<file path="config.mk">
export PLATFORM = sky130hd
export DESIGN_NAME = serial_subtractor
export DESIGN_NICKNAME = d
export VERILOG_FILES = /design/src/rtl/serial_subtractor.sv
export SDC_FILE = /design/constraint.sdc
export NUM_CORES = 1
export LEC_CHECK = 0
export ABC_AREA = 1
export CAP_MARGIN = 20
export CORE_MARGIN = 2
export CORE_UTILIZATION = 45
export DETAILED_ROUTE_END_ITERATION = 8
export PLACE_DENSITY = 0.7
export SKIP_CTS_REPAIR_TIMING = 1
export SYNTH_ARGS = -nofsm -noshare
export SYNTH_HDL_FRONTEND = slang
export SYNTH_SLANG_ARGS = --single-unit
</file>
<file path="constraint.sdc">
create_clock -name clk -period 1.3 [get_ports clk]
set_input_delay 0.26 -clock clk [delete_from_list [all_inputs] [get_ports clk]]
set_output_delay 0.26 -clock clk [all_outputs]
set_load 0.02 [all_outputs]
</file>
<file path="src/rtl/serial_subtractor.sv">
// ============================================================================
// Module   : serial_subtractor
// Brief    : Bit-serial subtractor, diff = a - b - bin, one bit per clock, LSB
//            first, behind a start/busy/done handshake. Optional signed
//            overflow output enabled by defining SERSUB_OVF_EN.
// Revision : 1.0 - initial release
// ============================================================================
`default_nettype none

module serial_subtractor #(
  parameter int WIDTH = 4
) (
  input  logic             clk,
  input  logic             rst_n,
  input  logic             start,
  input  logic [WIDTH-1:0] a,
  input  logic [WIDTH-1:0] b,
  input  logic             bin,
  output logic [WIDTH-1:0] diff,
  output logic             bout,
  output logic             busy,
  output logic             done
`ifdef SERSUB_OVF_EN
  ,
  output logic             ovf
`endif
);

  localparam int C_CNT_W = $clog2(WIDTH) + 1;

  typedef enum logic [0:0] {
    S_IDLE = 1'b0,
    S_RUN  = 1'b1
  } state_t;

  state_t             r_state;
  logic [WIDTH-1:0]   r_x;
  logic [WIDTH-1:0]   r_y;
  logic [WIDTH-1:0]   r_res;
  logic               r_br;
  logic [C_CNT_W-1:0] r_cnt;
`ifdef SERSUB_OVF_EN
  logic               r_amsb;
  logic               r_bmsb;
`endif

  // Single full-subtractor cell working on the current LSBs of the operand shifters
  logic             w_x;
  logic             w_y;
  logic             w_d;
  logic             w_br_nxt;
  logic             w_last;
  logic [WIDTH-1:0] w_res_nxt;

  assign w_x       = r_x[0];
  assign w_y       = r_y[0];
  assign w_d       = w_x ^ w_y ^ r_br;
  assign w_br_nxt  = (~w_x & w_y) | (~w_x & r_br) | (w_y & r_br);
  assign w_last    = (r_cnt == C_CNT_W'(WIDTH - 1));
  assign w_res_nxt = {w_d, r_res[WIDTH-1:1]};

  always_ff @(posedge clk or negedge rst_n) begin
    if (!rst_n) begin
      r_state <= S_IDLE;
      r_x     <= '0;
      r_y     <= '0;
      r_res   <= '0;
      r_br    <= 1'b0;
      r_cnt   <= '0;
      diff    <= '0;
      bout    <= 1'b0;
      busy    <= 1'b0;
      done    <= 1'b0;
`ifdef SERSUB_OVF_EN
      r_amsb  <= 1'b0;
      r_bmsb  <= 1'b0;
      ovf     <= 1'b0;
`endif
    end else begin
      done <= 1'b0;
      case (r_state)
        S_IDLE: begin
          if (start) begin
            r_x     <= a;
            r_y     <= b;
            r_br    <= bin;
            r_res   <= '0;
            r_cnt   <= '0;
            busy    <= 1'b1;
            r_state <= S_RUN;
`ifdef SERSUB_OVF_EN
            r_amsb  <= a[WIDTH-1];
            r_bmsb  <= b[WIDTH-1];
`endif
          end
        end
        S_RUN: begin
          r_x   <= r_x >> 1;
          r_y   <= r_y >> 1;
          r_br  <= w_br_nxt;
          r_res <= w_res_nxt;
          r_cnt <= r_cnt + C_CNT_W'(1);
          if (w_last) begin
            // The bit produced on this edge is the result MSB
            diff    <= w_res_nxt;
            bout    <= w_br_nxt;
            busy    <= 1'b0;
            done    <= 1'b1;
            r_state <= S_IDLE;
`ifdef SERSUB_OVF_EN
            ovf     <= (r_amsb ^ r_bmsb) & (r_amsb ^ w_d);
`endif
          end
        end
        default: r_state <= S_IDLE;
      endcase
    end
  end

endmodule

`default_nettype wire
</file>
==> results.sh <==
export IMPL_yosysWarnings=0
export IMPL_fin_nets=142
export IMPL_final_antenna_net_count=0
export IMPL_synthDistinctLibCells=17
export IMPL_io_pins=19
export IMPL_die_w_um=51.5
export IMPL_max_cap_viol_count=0
export IMPL_grt_max_degree=24
export IMPL_leakage_uw=0.000688
export IMPL_drive_above_1_share_pct=12.8
export IMPL_max_slew_worst_pin_slew_ps=357
export IMPL_finalWeightedCongestion=0.704
export IMPL_die_area_um2=2650
export IMPL_core_um2=2170
export IMPL_grtUsageMet3_pct=2.92
export IMPL_ir_drop_v=0.000968
export IMPL_path_clk_slew_ps=130
export IMPL_fp_dieH_um=51.5
export IMPL_max_slew_margin_pct=76.2
export IMPL_io_buffer_count=18
export IMPL_cts_made_buffers=3
export IMPL_syn_nets=119
export IMPL_final_hold_violation_count=0
export IMPL_max_freq_mhz=822
export IMPL_holdWs_ps=282
export IMPL_root_buffer="clkbuf_4"
export IMPL_tns_ps=0
export IMPL_n_antenna_cell=0
export IMPL_syn_area_per_cell_um2=9.85
export IMPL_setup_viol=0
export IMPL_dr_pass1_iters=4
export IMPL_worstPathArrival_ps=1420
export IMPL_met1_usage_pct=19.7
export IMPL_skew_ps=5.18
export IMPL_drc=0
export IMPL_synth_seq_cells=23
export IMPL_hpwlAfterDp_um=1190
export IMPL_grt_busiest_layer="met2"
export IMPL_overflow=0
export IMPL_slew_violations=0
export IMPL_row_count=17
export IMPL_via_per_inst=4.80
export IMPL_final_util_pct=58.5
export IMPL_start_util_pct=46.8
export IMPL_cp_slowest_cell="fa_1"
export IMPL_wire_per_inst_um=11.2
export IMPL_antenna_found_initial=0
export IMPL_required_ps=1500
export IMPL_end_kind="flip-flop"
export IMPL_startpoint_type="flip-flop"
export IMPL_reg2reg_depth=3
export IMPL_criticalPathCategory="reg2reg"
export IMPL_clock_latency_ps=310
export IMPL_grt_met2_usage_pct=22.2
export IMPL_synth_cells=103
export IMPL_cts_sinks=23
export IMPL_routed_wl_um=1720
export IMPL_status="finished, final reports clean"
export IMPL_rsz0062_at_grt="no"
export IMPL_netlist_area_um2=1010
export IMPL_hold_path_class="in2async"
export IMPL_drt_initial_drc_count=8
export IMPL_worst_path_largest_cell_delay_ps=580
export IMPL_syn_to_final_growth_pct=25.2
export IMPL_grt_total_usage_pct=14.8
export IMPL_cp_cell_sequence="inv_1, fa_1, o21ai_0"
export IMPL_grt_first_pass_wirelength_um=2820
export IMPL_power_density_nw_per_um2=2100
export IMPL_seq_area_frac_synth_pct=56.7
export IMPL_grt_pass1_vias=657
export IMPL_fin_crit_sh_pct=93.6
export IMPL_min_period_ps=1220
export IMPL_cts_tree="built"
export IMPL_vias=735
export IMPL_crit_fanout=2
export IMPL_htree_num_levels=1
export IMPL_cts_path_max_buffers=2
[placed cells by master, fill, tap and decap left out, drive strengths merged]
| cell | count |
|---|---|
| inv | 6 |
| dlymetal6s2s | 7 |
| a21boi | 1 |
| clkinv | 2 |
| clkbuf | 3 |
| ha | 3 |
| nand3 | 16 |
| dfrtp | 23 |
| fa | 1 |
| nand2 | 38 |
| nor2 | 2 |
| clkdlybuf4s50 | 11 |
| o21ai | 8 |
| buf | 4 |
[final timing paths]
path / slack [ps] / startpoint / endpoint
min in group clk: 490 / r_y[3] / r_y[3]
min: 280 / rst_n / diff[1]
max reg2reg: 80 / r_x[0] / r_res[3]
min reg2reg: 490 / r_y[3] / r_y[3]
max in group asynchronous: 780 / rst_n / r_cnt[0]
max: 80 / r_x[0] / r_res[3]
[state kept, by name (all words and copies together), names as in the netlist]
register  count
r_state       1
r_x           4
r_cnt         3
diff          4
r_br          1
done          1
r_y           4
busy          1
r_res         3
bout          1
[synth_stat cells, drive strengths merged]
master | n | area share [%]
nand3 | 16 | 7.9
ha | 3 | 3.7
nor2 | 2 | 1.5
a21boi | 1 | 0.74
nand2 | 38 | 16
buf | 4 | 3.7
fa | 1 | 2.0
o21ai | 8 | 5.1
inv | 6 | 2.2
clkinv | 1 | 0.86
dfrtp | 23 | 57
[logic make-up (layout without fill, tap and decap cells)]
group | count (synthesis) | in the layout | synth area share (%)
AO/OA/AOI/OAI | 9 | 9 | 5.80
adder cells (fa/ha/maj) | 4 | 4 | 5.67
buffers and inverters | 11 | 33 | 6.78
flip-flops | 23 | 23 | 56.7
AND/OR/NAND/NOR | 56 | 56 | 25.0
[power breakdown]
group,total [uW],switching (uW),internal (uW)
Sequential,1190,184,1010
Combinational,1150,645,503
Clock,329,214,115
[per-layer routing]
layer | share of wire, % | vias up | wire [um]
li1 | - | 372 | -
met1 | 48 | 340 | 823
met2 | 45 | 19 | 775
met3 | 5.2 | 4 | 90
met4 | 1.6 | 0 | 27
met5 | 0 | - | 0
[through the flow]
step | instance area (um2) | total power, uW | cells | setup WS, ps
global route | 1270 | 2900 | 153 | 16.3
finish | 1270 | 2670 | 153 | 83.1
CTS | 1240 | 2710 | 152 | -262
detailed placement | 1210 | 2370 | 148 | -15.4
global placement | 1210 | 2330 | 148 | 7.22
floorplan | 1010 | 2020 | 103 | 110
[critical path, delay by kind of cell (launching register included)]
kind	cells	cell delay [ps]
adders and majority gates	1	580
DFF	1	370
AOI/OAI and AO/OA	1	80
buffers and inverters	1	60
[area by class of cell]
class	count	area (um2)
clock buffers	3	22.5
repair buffers	22	228
fillers	210	900
clock inverters	1	5.00
multi-input cells	69	373
inverters	7	31.3
well taps	28	35.0
flip-flops and latches	23	576
No activity file was read; power rests on OpenSTA's default activity.
